$ cat config.mk
export PLATFORM = sky130hd
export DESIGN_NAME = partial_share_sched
export DESIGN_NICKNAME = d
export VERILOG_FILES = /design/src/rtl/partial_share_sched.sv
export SDC_FILE = /design/constraint.sdc
export NUM_CORES = 1
export LEC_CHECK = 0
export ABC_AREA = 1
export ABC_CLOCK_PERIOD_IN_PS = 3100
export CAP_MARGIN = 10
export CORE_UTILIZATION = 26
export DETAILED_ROUTE_END_ITERATION = 10
export PLACE_DENSITY = 0.47
export SLEW_MARGIN = 40
export SYNTH_ARGS = -nofsm -noshare
export SYNTH_HDL_FRONTEND = slang
export SYNTH_SLANG_ARGS = --single-unit
$ cat constraint.sdc
create_clock -name CLK -period 3.1 [get_ports CLK]
set_clock_uncertainty 0.15 [all_clocks]
set_input_delay 0.62 -clock CLK [delete_from_list [all_inputs] [get_ports CLK]]
set_output_delay 0.62 -clock CLK [all_outputs]
set_load 0.005 [all_outputs]
$ cat src/rtl/partial_share_sched.sv
`default_nettype none
// ============================================================================
// Module   : partial_share_sched
// Purpose  : Round-robin time-sharing of one pipelined bitwise-OR partial
//            instance among NREQ requesters with a valid/ready response port.
//            Optional grant counter enabled by PARTIAL_SHARE_PERF_EN.
// Revision : 1.0 - initial release
// ============================================================================
module partial_share_sched #(
    parameter int NREQ = 4,
    parameter int W    = 2,
    parameter int LAT  = 0,
    parameter int IDW  = 3
) (
    input  logic              CLK,
    input  logic              ASYNCRESET,
    input  logic [NREQ-1:0]   req_valid,
    output logic [NREQ-1:0]   req_ready,
    input  logic [NREQ*W-1:0] req_a,
    input  logic [NREQ*W-1:0] req_b,
    output logic [W-1:0]      part_a,
    output logic [W-1:0]      part_b,
    input  logic [W-1:0]      part_o,
    output logic              resp_valid,
    input  logic              resp_ready,
    output logic [IDW-1:0]    resp_id,
    output logic [W-1:0]      resp_data,
    output logic              busy,
    output logic [15:0]       perf_grants
);

    localparam int             c_PW       = IDW + 1;
    localparam logic [IDW-1:0] c_LAST     = IDW'(NREQ - 1);
    localparam logic [1:0]     c_CNT_INIT = (LAT > 0) ? 2'(LAT - 1) : 2'd0;

    typedef enum logic [1:0] {
        S_IDLE  = 2'd0,
        S_ISSUE = 2'd1,
        S_WAIT  = 2'd2,
        S_RESP  = 2'd3
    } state_t;

    state_t         r_state;
    logic [IDW-1:0] r_rr_ptr;
    logic [IDW-1:0] r_id_q;
    logic [1:0]     r_cnt;
    logic [W-1:0]   r_opa;
    logic [W-1:0]   r_opb;
    logic [W-1:0]   r_res;
    logic           r_resp_valid;
    logic           r_busy;

    logic           w_any;
    logic [IDW-1:0] w_grant;
    logic [W-1:0]   w_win_a;
    logic [W-1:0]   w_win_b;
    logic           w_accept;

    // Walk offsets from rr_ptr with explicit wrap so non-power-of-two NREQ works.
    always_comb begin : b_arb
        logic [c_PW-1:0] v_pos;
        w_any   = 1'b0;
        w_grant = '0;
        w_win_a = '0;
        w_win_b = '0;
        v_pos   = '0;
        for (int k = 0; k < NREQ; k++) begin
            v_pos = {1'b0, r_rr_ptr} + c_PW'(k);
            if (v_pos > c_PW'(NREQ - 1)) begin
                v_pos = v_pos - c_PW'(NREQ);
            end
            for (int j = 0; j < NREQ; j++) begin
                if (!w_any && req_valid[j] && (v_pos == c_PW'(j))) begin
                    w_any   = 1'b1;
                    w_grant = IDW'(j);
                    w_win_a = req_a[j*W +: W];
                    w_win_b = req_b[j*W +: W];
                end
            end
        end
    end

    assign w_accept = (r_state == S_IDLE) && w_any;

    always_comb begin
        req_ready = '0;
        for (int j = 0; j < NREQ; j++) begin
            if (w_accept && !ASYNCRESET && (w_grant == IDW'(j))) begin
                req_ready[j] = 1'b1;
            end
        end
    end

    always_ff @(posedge CLK or posedge ASYNCRESET) begin
        if (ASYNCRESET) begin
            r_state      <= S_IDLE;
            r_rr_ptr     <= '0;
            r_id_q       <= '0;
            r_cnt        <= '0;
            r_opa        <= '0;
            r_opb        <= '0;
            r_res        <= '0;
            r_resp_valid <= 1'b0;
            r_busy       <= 1'b0;
        end else begin
            case (r_state)
                S_IDLE: begin
                    if (w_any) begin
                        r_opa   <= w_win_a;
                        r_opb   <= w_win_b;
                        r_id_q  <= w_grant;
                        r_busy  <= 1'b1;
                        r_state <= S_ISSUE;
                    end
                end
                S_ISSUE: begin
                    if (LAT == 0) begin
                        r_res        <= part_o;
                        r_resp_valid <= 1'b1;
                        r_state      <= S_RESP;
                    end else begin
                        r_cnt   <= c_CNT_INIT;
                        r_state <= S_WAIT;
                    end
                end
                S_WAIT: begin
                    if (r_cnt == 2'd0) begin
                        r_res        <= part_o;
                        r_resp_valid <= 1'b1;
                        r_state      <= S_RESP;
                    end else begin
                        r_cnt <= r_cnt - 2'd1;
                    end
                end
                S_RESP: begin
                    if (resp_ready) begin
                        r_rr_ptr     <= (r_id_q == c_LAST) ? '0 : r_id_q + 1'b1;
                        r_resp_valid <= 1'b0;
                        r_busy       <= 1'b0;
                        r_state      <= S_IDLE;
                    end
                end
                default: r_state <= S_IDLE;
            endcase
        end
    end

    // Operand registers only change on accept, so the partial sees no idle toggling.
    assign part_a     = r_opa;
    assign part_b     = r_opb;
    assign resp_valid = r_resp_valid;
    assign resp_id    = r_id_q;
    assign resp_data  = r_res;
    assign busy       = r_busy;

`ifdef PARTIAL_SHARE_PERF_EN
    logic [15:0] r_perf;

    always_ff @(posedge CLK or posedge ASYNCRESET) begin
        if (ASYNCRESET) begin
            r_perf <= '0;
        end else if (w_accept && (r_perf != 16'hFFFF)) begin
            r_perf <= r_perf + 16'd1;
        end
    end

    assign perf_grants = r_perf;
`else
    assign perf_grants = 16'h0000;
`endif

endmodule
`default_nettype wire

# Word level (Yosys, flattened, before mapping)
# Index checks and enable logic that the tools add are counted.
# totals
regBits	18
input_bits	25
output_inout_bits	31
wordCells	198
# classes
addsub	9
magnitude_cmp	4
n_eq_ne	22
muxes	83
bitwise_logic	1
n_reduce_logical	70
# ops
operator	n
$mux 2	36
$mux 3	15
$logic_and 1x1->1	37
$eq 4x2->1 const B	8
$mux 1	24
$eq 4x1->1 const B	4
$logic_not 1->1	16
$logic_not 4->1	4
$mux 4	4
$gt 4x2->1 const B	3
$sub 4x3->4 const B	3
$eq 3x2->1 const B	3
$reduce_and 3->1	3
$add 3x2->4 const B	2
$pmux 2 s4	1
$reduce_and 2->1	4
$ne 2x2->1 const B	3
$add 3x1->4 const B	1
$eq 2x2->1 const B	2
$logic_not 2->1	2
$pmux 2 s2	1
$reduce_bool 2->1	2
$sub 3x3->4 const B	1
$add 3x1->3 const B	1
9 further kinds	9

# Logic depth before layout (Yosys ltp)
# Gate-level depths: netlist of run 1.
# logic_depth
ltp_word	69
mapped_depth	18
mapped_depth_nobuf	17

# Least setup slack after synthesis of run 1
# OpenSTA, ideal clock, no wires.
# synth_timing
path_type	input port to output port
from	input req_valid[2]
to	output req_ready[2]
t_arrival_ps	1999
t_required_ps	2330
setup_slack_ps	331
stages	11
n_path_buf	0
cell_sequence	nand3_1 -> nand3_4 -> nor2_8 -> nand4_4 -> nor2_4 -> nand4_4 -> nor2_8 -> nand4_2 -> nand3b_2 -> nand2_1 -> nor2_1
# synth_via
elab_chain_cells	59
elab_cells_between_ends	74
classes_between	eq/ne (1); mux (29); reduce/logical (44)
# synth_lines
element	line	rtl
start, declared	17	input logic [NREQ-1:0] req_valid,
branches (longest 57 deep; another with $logic_and 1x1->1)	n/a	
$logic_and 1x1->1 (*)	88	if (w_accept && !ASYNCRESET && (w_grant == IDW'(j))) begin
$mux 1 (*)	88	
end, declared	18	output logic [NREQ-1:0] req_ready,
# Mark *: on every way between the ends.

# Worst setup path in the final report of run 1
# layout_timing
from	register r_rr_ptr[1]
to	output req_ready[2]
# layout_via
elab_chain_cells	69
elab_cells_between_ends	113
classes_between	add/sub (7); order compare (4); eq/ne (13); mux (36); reduce/logical (53)
# layout_lines
element	line	rtl
start, declared	44	logic [IDW-1:0] r_rr_ptr;
start signal, assigned	137	r_rr_ptr <= (r_id_q == c_LAST) ? '0 : r_id_q + 1'b1;
branches (longest 67 deep; another with $sub 3x3->4)	n/a	
$logic_and 1x1->1 (*)	88	
$mux 1 (*)	88	
# Marks and branches as above.

==> summary.md, run 1 <==
| Metric | Value |
|---|---|
| Outcome | `finished, violations left` |
| Failing checks | `setup timing` |
| Met2 Routed Length | `approximately 2.6 mm` |
| Chip width | `approximately 87 µm` |
| Crit path max fanout | `5` |
| Critical path type | `flop to output pin` |
| Hpwl dp | `4.51 mm` |
| Uppermost layer routed | `met4` |
| Sink Count | `16` |
| Total CTS buffers | `3` |
| Ant. Diodes | `0` |
| Commonest non-fill, non-tap cells in the layout | `nand2_1, nor2_1, buf_4` |
| Worst setup EP type | `output pin` |
| Hold Crit Class | `flop to flop` |
| GRT overflow | `0` |
| Synth cell types | `28` |
| GP Congestion | `about 0.8` |
| Cell count after synthesis | `310` |
| Core area | `0.00694 mm²` |
| WL met1 | `2.83 mm` |
| Met3 WL | `between 200 and 250 µm` |
| Routed vias/inst | `4.37` |
| Power Dens Cells | `~800 mW/mm²` |
| Commonest non-fill, non-tap cell in the layout | `nand2_1` |
| Fin. max-slew vios | `0` |
| CTS tree | `built` |
| #FFs+latches synth | `16` |
| Via count | `about 2300` |
| Static leakage power | `roughly 1.6 nW` |
| Rows | `30` |
| Pin count of the biggest net entering global routing | `17` |
| Wire per inst | `11.0 µm` |
| I/O Buffers | `38` |
| Final net count | `452` |
| Unrepaired setup endpoints after global routing | `true` |
| CTS Hold Buffers Added | `0` |
| Initial Utilization | `roughly 27%` |
| Root Buffer Master | `clkbuf_8` |
| Sum Neg Setup Slack | `-322 ps` |
| Storage cell area | `between 400 and 500 µm²` |
| Yosys warning count | `0` |
| Post-synthesis sequential area ratio | `around a fifth` |
| Final worst slack | `-98.6 ps` |
| DRT Pass-1 Iters | `5` |
| Worst path slowest cell | `dfrtp_2` |
| Pre-CTS worst setup slack | `-789 ps` |
| Max cap viols | `0` |
| Final setup vio count | `4` |
| CTS clk-pin slew, worst paths | `approximately 70 ps` |
| Die Y | `87.5 µm` |
| 1st-iter DRT viols | `77` |
| Critical path arrival | `2430 ps` |
| Multi-input logic area | `0.00135 mm²` |
| CP Launch Type | `flop` |
| Worst vdd ir | `0.304 mV` |
| Synthesized area per cell | `6.13 µm²` |
| Number of fill cells in the layout | `716` |
| Vias in the first global route | `2146` |
| Top Ports | `56` |
| First-pass GRT wire length | `9.61 mm` |
| CP max stage delay | `about 470 ps` |
| Period utilisation layout | `103%` |
| Peak Freq | `between 300 and 400 MHz` |
| CP cell instances | `buf_4, nand2_1, nor2_2, inv_1, nand4_4, nor2_4, nand4_4, buf_6, nor2_4, nor2_1, nand2_1, nand3b_4, buf_6, nand2_2, nor2_1, buf_2` |
| Routed Antenna Nets | `0` |
| Clock Path Buffers | `2` |
| Htree depth | `1` |
| Routed WL | `approximately 5.7 mm` |
| Layout cells sized above 1 | `29.5%` |
| Die ar. | `0.00766 mm²` |
| Area of the mapped netlist | `0.00190 mm²` |
| Syn-to-layout area delta | `58.5%` |
| Final worst path period need | `between 3000 and 4000 ps` |
| DRC | `0` |
| Skew-Pair Late Insertion Delay | `between 200 and 300 ps` |
| Initial antenna violation count | `0` |
| Final Hold Fails | `0` |
| Total GRT Usage | `approximately 16%` |
| CP required | `2330 ps` |
path summary, 6_finish.rpt:
path | start | endpoint | slack (ps) | depth (start not counted)
worst max-delay path | r_rr_ptr[1]$_DFFE_PP0P_ | req_ready[2] | -100 | 16
worst min-delay path | r_cnt[0]$_DFFE_PP0P_ | r_cnt[0]$_DFFE_PP0P_ | 310 | 1
worst max register to register | r_rr_ptr[0]$_DFFE_PP0P_ | part_a[1]$_DFFE_PP0P_ | 290 | 18
worst min register to register | r_cnt[0]$_DFFE_PP0P_ | r_cnt[0]$_DFFE_PP0P_ | 310 | 1
max in group asynchronous | ASYNCRESET | r_rr_ptr[1]$_DFFE_PP0P_ | 1930 | 3
min in group asynchronous | ASYNCRESET | resp_data[0]$_DFFE_PP0P_ | 670 | 3
registers in the layout, summed over array words and instances (netlist names):
register    flops
resp_id         2
r_state         2
resp_valid      1
part_b          2
busy            1
part_a          2
resp_data       2
r_rr_ptr        2
r_cnt           2
cell type report:
type | count | area share [%]
Multi-Input combinational cell | 247 | 44.8
Sequential cell | 16 | 13.4
Inverter | 44 | 5.48
Tap cell | 96 | 3.99
Clock buffer | 4 | 1.83
Timing Repair Buffer | 109 | 30.5
metal layers:
metal / track usage (%) / vias up
li1: - / 1155
met2: 26.6 / 51
met4: 3.13 / 0
met1: 21.2 / 1046
met5: 0 / -
met3: 2.94 / 2
synth_stat cells:
master | n | area (µm²)
nand2_1 | 78 | 293
nor2_1 | 76 | 285
inv_1 | 40 | 150
nand3_1 | 28 | 140
buf_4 | 18 | 135
dfrtp_1 | 16 | 400
nand4_1 | 11 | 68.8
ha_1 | 6 | 75.1
inv_2 | 4 | 15.0
nand3_2 | 3 | 30.0
nand4_4 | 3 | 63.8
nor2_2 | 3 | 18.8
nor2_4 | 3 | 33.8
o21ai_0 | 3 | 15.0
mux2_2 | 2 | 22.5
nand2_2 | 2 | 12.5
nor2_8 | 2 | 40.0
nor3_1 | 2 | 10.0
a21oi_1 | 1 | 5.00
buf_6 | 1 | 11.3
conb_1 | 1 | 3.75
nand3_4 | 1 | 17.5
nand3b_2 | 1 | 11.3
nand4_2 | 1 | 12.5
o2111ai_1 | 1 | 8.76
o21ai_1 | 1 | 5.00
o31ai_1 | 1 | 7.51
xor2_1 | 1 | 8.76
metrics by stage:
stage	instance area, µm²	utilization (%)	total power, mW	hold slack (ps)	std cells
2_1_floorplan	1960	-	1.28	292	326
3_3_place_gp	2650	38.2	1.88	309	484
3_5_place_dp	2650	38.2	1.89	310	484
4_1_cts	2940	42.3	2.29	320	510
5_1_grt	3010	43.4	2.65	364	516
6_report	3010	43.4	2.42	314	516
kinds of logic (layout without fill, tap and decap cells):
kind of cell | Yosys count | in the layout | synth area share [%]
simple gates | 214 | 214 | 54.6
buf+inv | 63 | 157 | 16.4
xor+xnor | 1 | 1 | 0.461
compound gates | 7 | 7 | 2.17
mux | 2 | 2 | 1.18
other cells | 1 | 17 | 0.197
flops | 16 | 16 | 21.1
fa+ha+maj | 6 | 6 | 3.95
worst max-delay path: cells and delay by family (launching register included):
kind                   cells  cell delay [ps]
buffers and inverters      5              650
flip-flops                 1              470
AND/OR/NAND/NOR           11             1030
power by group:
| part | switching, mW | total (mW) | internal [mW] | leakage, nW |
|---|---|---|---|---|
| sequential | 0.0904 | 0.393 | 0.303 | 0.194 |
| clock | 0.0762 | 0.189 | 0.113 | 0.0288 |
| combinational | 0.881 | 1.84 | 0.955 | 1.35 |
| total | 1.05 | 2.42 | 1.37 | 1.57 |
repair_timing:
action                                  in CTS  in global routing
pin swaps                                   21                 22
buffers inserted                            25                  9
endpoints found under the setup margin       4                  8
resized for setup                           46                 13
hold endpoints to repair                     0                  0
Note: power is estimated with default switching activity, not from simulation.
==> run 2: changes to the inputs <==
Settings changed: CTS_CLUSTER_SIZE from default to 40.
==> results of run 2 <==
No change in the layout: final DEF, timing and power equal those of run 1.
